===== src/rtl/xor_ann_seq.sv =====
// Sequenced 2-2-1 XOR network: one shared step neuron evaluates H1, H2, then Y
// from a writable Q4.4 weight table, with valid/ready handshakes on both sides.
module xor_ann_seq #(
  parameter int WIDTH = 16,
  parameter int CNT_W = 16
) (
  input  logic             clk,
  input  logic             rst_n,
  input  logic             in_valid,
  output logic             in_ready,
  input  logic             in_a,
  input  logic             in_b,
  input  logic             cfg_we,
  input  logic [3:0]       cfg_addr,
  input  logic [WIDTH-1:0] cfg_wdata,
  output logic             cfg_err,
  output logic             out_valid,
  input  logic             out_ready,
  output logic             out_y,
  output logic             out_h1,
  output logic             out_h2,
  output logic             busy,
  output logic [CNT_W-1:0] infer_cnt
);
  localparam int SW = WIDTH + 2;

  typedef enum logic [2:0] {IDLE, EV_H1, EV_H2, EV_OUT, DONE} state_t;

  state_t                   state;
  logic                     a_q, b_q;
  logic signed [WIDTH-1:0]  wt [9];

  // Triples of (w1, w2, bias): H1 = OR, H2 = AND, OUT = H1 & ~H2.
  function automatic logic signed [WIDTH-1:0] wdef(input int i);
    case (i)
      2:       return WIDTH'(-8);
      5:       return WIDTH'(-24);
      7:       return WIDTH'(-32);
      8:       return WIDTH'(-8);
      default: return WIDTH'(16);
    endcase
  endfunction

  logic cfg_ok;
  assign cfg_ok = cfg_we && (state == IDLE) && (cfg_addr <= 4'd8);

  always_ff @(posedge clk or negedge rst_n) begin
    if (!rst_n) begin
      for (int i = 0; i < 9; i++) wt[i] <= wdef(i);
    end else if (cfg_ok) begin
      wt[cfg_addr] <= signed'(cfg_wdata);
    end
  end

  // Shared neuron: operands selected by the evaluation state.
  logic signed [WIDTH-1:0] w1, w2, bias;
  logic signed [SW-1:0]    sum;
  logic                    x1, x2, fire;

  always_comb begin
    x1   = 1'b0;
    x2   = 1'b0;
    w1   = wt[0];
    w2   = wt[1];
    bias = wt[2];
    case (state)
      EV_H1:  begin x1 = a_q;    x2 = b_q;    w1 = wt[0]; w2 = wt[1]; bias = wt[2]; end
      EV_H2:  begin x1 = a_q;    x2 = b_q;    w1 = wt[3]; w2 = wt[4]; bias = wt[5]; end
      EV_OUT: begin x1 = out_h1; x2 = out_h2; w1 = wt[6]; w2 = wt[7]; bias = wt[8]; end
      default: ;
    endcase
    sum  = SW'(bias) + (x1 ? SW'(w1) : '0) + (x2 ? SW'(w2) : '0);
    fire = !sum[SW-1] && (sum != '0);
  end

  always_ff @(posedge clk or negedge rst_n) begin
    if (!rst_n) begin
      state     <= IDLE;
      in_ready  <= 1'b1;
      out_valid <= 1'b0;
      out_y     <= 1'b0;
      out_h1    <= 1'b0;
      out_h2    <= 1'b0;
      busy      <= 1'b0;
      cfg_err   <= 1'b0;
      infer_cnt <= '0;
      a_q       <= 1'b0;
      b_q       <= 1'b0;
    end else begin
      cfg_err <= cfg_we && ((state != IDLE) || (cfg_addr > 4'd8));
      case (state)
        IDLE: if (in_valid && in_ready) begin
          a_q      <= in_a;
          b_q      <= in_b;
          in_ready <= 1'b0;
          busy     <= 1'b1;
          state    <= EV_H1;
        end
        EV_H1: begin out_h1 <= fire; state <= EV_H2; end
        EV_H2: begin out_h2 <= fire; state <= EV_OUT; end
        EV_OUT: begin
          out_y     <= fire;
          out_valid <= 1'b1;
          state     <= DONE;
        end
        DONE: if (out_ready) begin
          out_valid <= 1'b0;
          infer_cnt <= infer_cnt + 1'b1;
          in_ready  <= 1'b1;
          busy      <= 1'b0;
          state     <= IDLE;
        end
        default: state <= IDLE;
      endcase
    end
  end
endmodule


===== config.mk =====
export PLATFORM = sky130hd
export DESIGN_NAME = xor_ann_seq
export DESIGN_NICKNAME = d
export VERILOG_FILES = /design/src/rtl/xor_ann_seq.sv
export SDC_FILE = /design/constraint.sdc
export NUM_CORES = 1
export LEC_CHECK = 0
export ABC_AREA = 1
export BUFFER_PORTS_ARGS = -buffer_cell sky130_fd_sc_hd__buf_2
export CORE_MARGIN = 5
export CORE_UTILIZATION = 30
export DETAILED_ROUTE_END_ITERATION = 6
export SETUP_SLACK_MARGIN = 0.15
export SYNTH_ARGS = -nofsm -noshare
export SYNTH_HDL_FRONTEND = slang
export SYNTH_SLANG_ARGS = --single-unit

===== constraint.sdc =====
create_clock -name clk -period 6.3 [get_ports clk]
set_input_delay 1.26 -clock clk [delete_from_list [all_inputs] [get_ports clk]]
set_output_delay 1.26 -clock clk [all_outputs]
set_load 0.01 [all_outputs]

==> flow_summary.ini, run 1 <==
[place]
place.port_buffers = 49
place_area_sq_um = 9610
gp_congestion = 0.850
place_hpwl_microns = 15000

[sta]
period_share_pct = 75.8
setup_viol = 0
rsz0062_at_grt = false
fmax_ghz = 0.209
min_period_ns = 4.78
maxSlewHeadroom_pct = 39.4
hold_viol_final = 0
tns_ns = 0
clock_skew_ns = 0.0107
worst_pin_slew_ns = 0.908
slew_violations = 0

[layout]
nets = 1187
area_growth_pct = 14.8
num-fill-cells = 3100
n_antenna_cell = 0
final_cell_mix = 373 x nand2_1, 154 x o21ai_0, 117 x dfrtp_1
drive_gt1_share_pct = 14.9
fin_area_sq_um = 10200
final_common_cell = nand2_1

[drt]
wl_met1_microns = 10800
drc = 0
wire_per_inst_microns = 15.2
viasPerCell = 4.76
routed_wl_microns = 23200
num_vias = 7280
wl_met2_microns = 10900
dr.pass1.iters = 5
highest_layer = met4
ant_nets = 0
dr_wl_met3_microns = 1250
drtIter0Drc = 622

[synth]
synth_cells = 1086
yosysSeqAreaShare_pct = 49.0
synth-edff-count = 0
ys_seq_elements = 172
ys_types = 37
yosysWarnings = 0
ys_top_cells_by_area = dfrtp_1 33%, dfstp_2 16%, nand2_1 16%
synth_top_area_share_pct = 32.8
syn_avg_cell_area_sq_um = 8.22
syn-num-nets = 1147
synth_area_leader_cell = dfrtp_1
synth.cell_area_sq_um = 8930
synth-async-reset-ratio_pct = 100
synth_ff_type = dfrtp_1

[clock_tree]
clock_sinks = 172
htreeDepth = 4
path_clk_slew_ns = 0.07
root_buffer = clkbuf_16
cts_buffers = 17
clk_latency_ns = 0.43
hold_buffers = 0
clockBufferDepth = 2
postCtsSetupRepairBufs = 0
post_cts_resized = 0
cts_tree = done

[global_routing]
grt_start_max_net_pins = 62
grt-ovfl-total = 0
globalRouteTotalUtil_pct = 14.2
grt_pass1_vias = 7055
grt_pass1_wl_microns = 37900
antenna_found_initial = 0

[critical_path]
crit_path_start = state[2]$_DFFE_PN0P_
cp_top_family = simple AND/OR/NAND/NOR gates
critPathRequiredTime_ns = 6.61
slowest_delay_ns = 0.68
crit_arrival_ns = 5.09
crit_type = reg -> reg
worstReg2RegStart = state[2]$_DFFE_PN0P_
startpoint_type = flip-flop
cp_slowest_cell = inv_1
end_kind = flip-flop
path_cells = nor2_1 -> nand2_1 -> nand2_1 -> buf_4 -> inv_1 -> buf_4 -> nand2_1 -> nand3_1 -> nand2_1 -> fa_1 -> inv_1 -> ha_1 -> nand2_1 -> inv_1 -> a21oi_1 -> nor2_1 -> nor2_1 -> nand2_1 -> nand2_1 -> nand2_1 -> nor2_1 -> nand3_1 -> nand3_1 -> nand2_1
path_buf_inv = 5
path_common_cell = nand2_1
cp_max_fo = 25

[floorplan]
start_util_pct = 30.3
fp.dieArea_sq_um = 33300
fp-row-count = 63
die_height_microns = 182
die_w_microns = 182
core_area_sq_um = 29500
ios = 50

[power_and_ir_drop]
p_leak_nw = 5.01
p_per_area_nw_per_um2 = 443
ir_worst_vdd_mv = 0.246

[worst_hold_path]
hold_start = state[0]$_DFFE_PN0P_
hp-class = reg -> reg

[run]
drv_cap = 0

[outcome]
status = finished, final reports clean
==> per-layer routing <==
metal,global-route usage [%],vias to the layer above
met3,2.89,20
met4,3.33,0
met1,19.3,3491
met5,0,-
li1,-,3568
met2,23.4,201
==> registers in the layout (all words and copies together), names as in the netlist <==
signal,cells
a_q,1
b_q,1
busy,1
cfg_err,1
in_ready,1
infer_cnt,16
out_h1,1
out_h2,1
out_valid,1
out_y,1
state,3
wt,144
==> logic make-up after synthesis <==
logic type,count (synthesis),share of synthesized area [%]
flip-flops,172,49.0
buffers and inverters,156,6.69
AO/OA/AOI/OAI,204,12.5
adder cells (fa/ha/maj),34,6.20
AND/OR/NAND/NOR,502,23.8
XOR/XNOR,16,1.57
multiplexers,2,0.252
==> power breakdown <==
part / internal, mW / leakage, nW / total, mW / switching (mW)
Sequential: 1.56 / 2.12 / 1.77 / 0.217
Clock: 0.684 / 0.316 / 1.15 / 0.467
Combinational: 0.570 / 2.58 / 1.62 / 1.05
Total: 2.81 / 5.01 / 4.54 / 1.73
==> metrics by stage <==
stage               total power [mW]  std cells  util (%)  hold WS, ns  setup WS [ns]
floorplan                       2.90       1086         -        0.439           2.68
global placement                3.38       1497      32.6        0.454           1.55
CTS                             4.57       1528      34.8        0.472           1.52
detailed placement              3.40       1497      32.6        0.470           1.55
global route                    4.88       1528      34.8        0.498           1.09
finish                          4.54       1528      34.8        0.466           1.52
==> cells in the mapped netlist, drive strengths merged, types with 17 or more instances <==
cell    number
inv        112
clkbuf      35
ha          17
a22o        22
nor2        37
fa          17
a21oi       20
dfrtp      117
nand3       64
o21ai      156
nand2      374
dfstp       55
==> final cells by class <==
type	count	area, sq um	area share [%]
Tap cell	390	488	4.76
Clock inverter	13	200	1.95
Timing Repair Buffer	65	372	3.63
Clock buffer	18	439	4.29
Inverter	112	420	4.10
Multi-Input combinational cell	758	3960	38.6
Sequential cell	172	4370	42.7
==> worst reg2reg max path, cell delays in order, from the launching register on <==
cell and delay, ns:
dfrtp_1 0.54, nor2_1 0.16, nand2_1 0.16, nand2_1 0.07, buf_4 0.20, inv_1 0.69, buf_4 0.38, nand2_1 0.09
nand3_1 0.07, nand2_1 0.07, fa_1 0.51, inv_1 0.07, ha_1 0.38, nand2_1 0.11, inv_1 0.06, a21oi_1 0.25
nor2_1 0.07, nor2_1 0.12, nand2_1 0.06, nand2_1 0.05, nand2_1 0.07, nor2_1 0.13, nand3_1 0.16, nand3_1 0.11
nand2_1 0.06
==> worst paths after layout <==
check | slack [ns] | cells after the start | end
max in group asynchronous | 4.34 | 2 | wt[77]$_DFFE_PN0P_
min reg2reg | 0.47 | 1 | state[0]$_DFFE_PN0P_
max reg2reg | 1.52 | 24 | out_h2$_DFFE_PN0N_
max | 1.52 | 24 | out_h2$_DFFE_PN0N_
min in group asynchronous | 0.79 | 1 | infer_cnt[9]$_DFFE_PN0P_
min | 0.47 | 1 | state[0]$_DFFE_PN0P_
Power figures use the tool's default switching activity.
==> run 2, diff against run 1 <==
ABC_AREA = 0   (was 1)
clock period = 3.8 ns   (was 6.3 ns; I/O delays follow)
==> flow_summary.ini, run 2 <==
[sta]
setup_viol = 3
maxSlewHeadroom_pct = 45.8
layout_setup_ws_ns = -0.0851
min_period_ns = 3.89
rsz0062_at_grt = true
hold_viol_final = 0
slew_violations = 0
period_share_pct = 102
hold_ws_ns = 0.394
clock_skew_ns = 0.00630
fmax_ghz = 0.257
worst_pin_slew_ns = 0.814

[critical_path]
path_buf_inv = 4
crit_arrival_ns = 4.19
path_cells = buf_6 -> nor2b_4 -> buf_12 -> buf_16 -> buf_6 -> a211oi_4 -> fa_1 -> ha_4 -> nand2_2 -> or3_4 -> a21o_1 -> a2111oi_4 -> o2111ai_2 -> a2111oi_4 -> o31ai_1
startpoint_type = flip-flop
crit_cells = 15
end_kind = flip-flop
cp_top_family = compound AO/OA/AOI/OAI gates
critPathRequiredTime_ns = 4.10
slowest_delay_ns = 0.50
cp_max_fo = 13
reg2reg_depth = 15
crit_type = reg -> reg
cp_slowest_cell = fa_1

[drt]
wl_met2_microns = 10100
viasPerCell = 4.83
dr_wl_met3_microns = 629
drc = 0
wl_met1_microns = 10500
num_vias = 6197
wire_per_inst_microns = 16.8
ant_nets = 0
drtIter0Drc = 320
highest_layer = met4
dr.pass1.iters = 5
routed_wl_microns = 21500

[layout]
final_core_util_pct = 38.1
top_register = wt
largest_reg_flops = 144
n_antenna_cell = 0
drive_gt1_share_pct = 47.7
area_growth_pct = 24.8
final_common_cell = mux2_2
reg_top3 = wt (144), infer_cnt (16), state (3)
final_cell_mix = 148 x mux2_2, 115 x dfrtp_1, 76 x buf_4
nets = 941

[global_routing]
globalRouteTotalUtil_pct = 13.3
grt_pass1_wl_microns = 35600
grt-ovfl-total = 0
grt_pass1_vias = 6613
antenna_found_initial = 0
grt_start_max_net_pins = 86

[synth]
ys_types = 53
yosysSeqAreaShare_pct = 48.2
synth.cell_area_sq_um = 9060
synth_cells = 759
synth_common_cells = 149 x mux2_2, 117 x dfrtp_1, 56 x nand2_1, 55 x dfstp_2, 49 x mux2i_1
yosysWarnings = 0
syn_avg_cell_area_sq_um = 11.9
synth_top_area_share_pct = 32.3
synth_ff_type = dfrtp_1
synth_area_leader_cell = dfrtp_1
synth-async-reset-ratio_pct = 100
ys_top_cells_by_area = dfrtp_1 32%, mux2_2 19%, dfstp_2 16%
syn-num-nets = 820
synth-edff-count = 0
ys_seq_elements = 172
yosys.cell_count.top_type = mux2_2

[floorplan]
die_height_microns = 184
core_area_sq_um = 29700
ios = 50
die_w_microns = 184
start_util_pct = 30.5
fp.dieArea_sq_um = 33800
fp-row-count = 63

[clock_tree]
path_clk_slew_ns = 0.07
htreeDepth = 4
cts_tree = done
clock_sinks = 172
clk_latency_ns = 0.42
cts_buffers = 17
root_buffer = clkbuf_16
clockBufferDepth = 2
hold_buffers = 0

[power_and_ir_drop]
p_per_area_nw_per_um2 = 922
ir_worst_vdd_mv = 0.407
p_leak_nw = 5.01

[place]
gp_congestion = 0.872
place_worst_setup_slack_ns = -0.177
place_hpwl_microns = 15000
place.port_buffers = 49

[worst_hold_path]
hp-class = in -> async

[run]
drv_cap = 0

[outcome]
status = finished, violations left
violations = negative setup slack
## run 2: where the power goes
part	switching [mW]	internal, mW	total (mW)
sequential	0.458	2.91	3.36
combinational	2.67	2.74	5.41
clock	0.751	0.902	1.65
total	3.88	6.55	10.4
## run 2: layout make-up
type / instances / area, sq um
clock buffer: 21 / 472
clock inverter: 11 / 81.3
fill: 2860 / 18400
inverter: 29 / 109
multi-input combinational: 520 / 4680
sequential: 172 / 4380
tap: 390 / 488
timing repair buffer: 140 / 1100
## run 2: path summary, 6_finish.rpt
check / from / slack (ns) / to
worst min-delay path: rst_n / 0.39 / infer_cnt[11]$_DFFE_PN0P_
max in group asynchronous: rst_n / 2.39 / wt[57]$_DFFE_PN1P_
min in group clk: infer_cnt[15]$_DFFE_PN0P_ / 0.47 / infer_cnt[15]$_DFFE_PN0P_
worst min register to register: infer_cnt[15]$_DFFE_PN0P_ / 0.47 / infer_cnt[15]$_DFFE_PN0P_
worst max register to register: state[1]$_DFFE_PN0P_ / -0.09 / out_h1$_DFFE_PN0P_
worst max-delay path: state[1]$_DFFE_PN0P_ / -0.09 / out_h1$_DFFE_PN0P_
## run 2: layer usage
metal / GRT usage (%) / vias to the layer above
met5: 0 / -
met4: 4.14 / 0
met3: 2.57 / 22
met2: 21.3 / 58
met1: 18.2 / 3153
li1: - / 2964
## run 2: per-stage QoR
| step | instance area [sq um] | setup TNS, ns | total power, mW | cells |
|---|---|---|---|---|
| global placement | 10500 | -0.304 | 8.31 | 1245 |
| detailed placement | 10500 | -0.515 | 8.40 | 1245 |
| CTS | 11300 | -0.198 | 10.5 | 1283 |
| floorplan | 9220 | 0 | 6.55 | 759 |
| finish | 11300 | -0.221 | 10.4 | 1283 |
| global route | 11300 | -0.939 | 11.2 | 1283 |
## run 2: cell families (layout without fill, tap and decap cells)
group / count (synthesis) / after routing / share of synthesized area, %
XOR/XNOR: 20 / 20 / 1.93
multiplexers: 198 / 198 / 23.9
buffers and inverters: 67 / 201 / 2.98
adder cells (fa/ha/maj): 34 / 34 / 6.10
flip-flops: 172 / 172 / 48.2
AND/OR/NAND/NOR: 153 / 153 / 7.99
AO/OA/AOI/OAI: 115 / 115 / 8.82
## run 2: timing repair
| action | CTS | global route |
|---|---|---|
| setup endpoints to repair | 3 | 3 |
| endpoints found under the hold margin | 0 | 0 |
| pin swaps | 11 | 0 |
| gates cloned | 1 | 0 |
| buffers inserted | 5 | 0 |
| gates resized for setup | 37 | 2 |
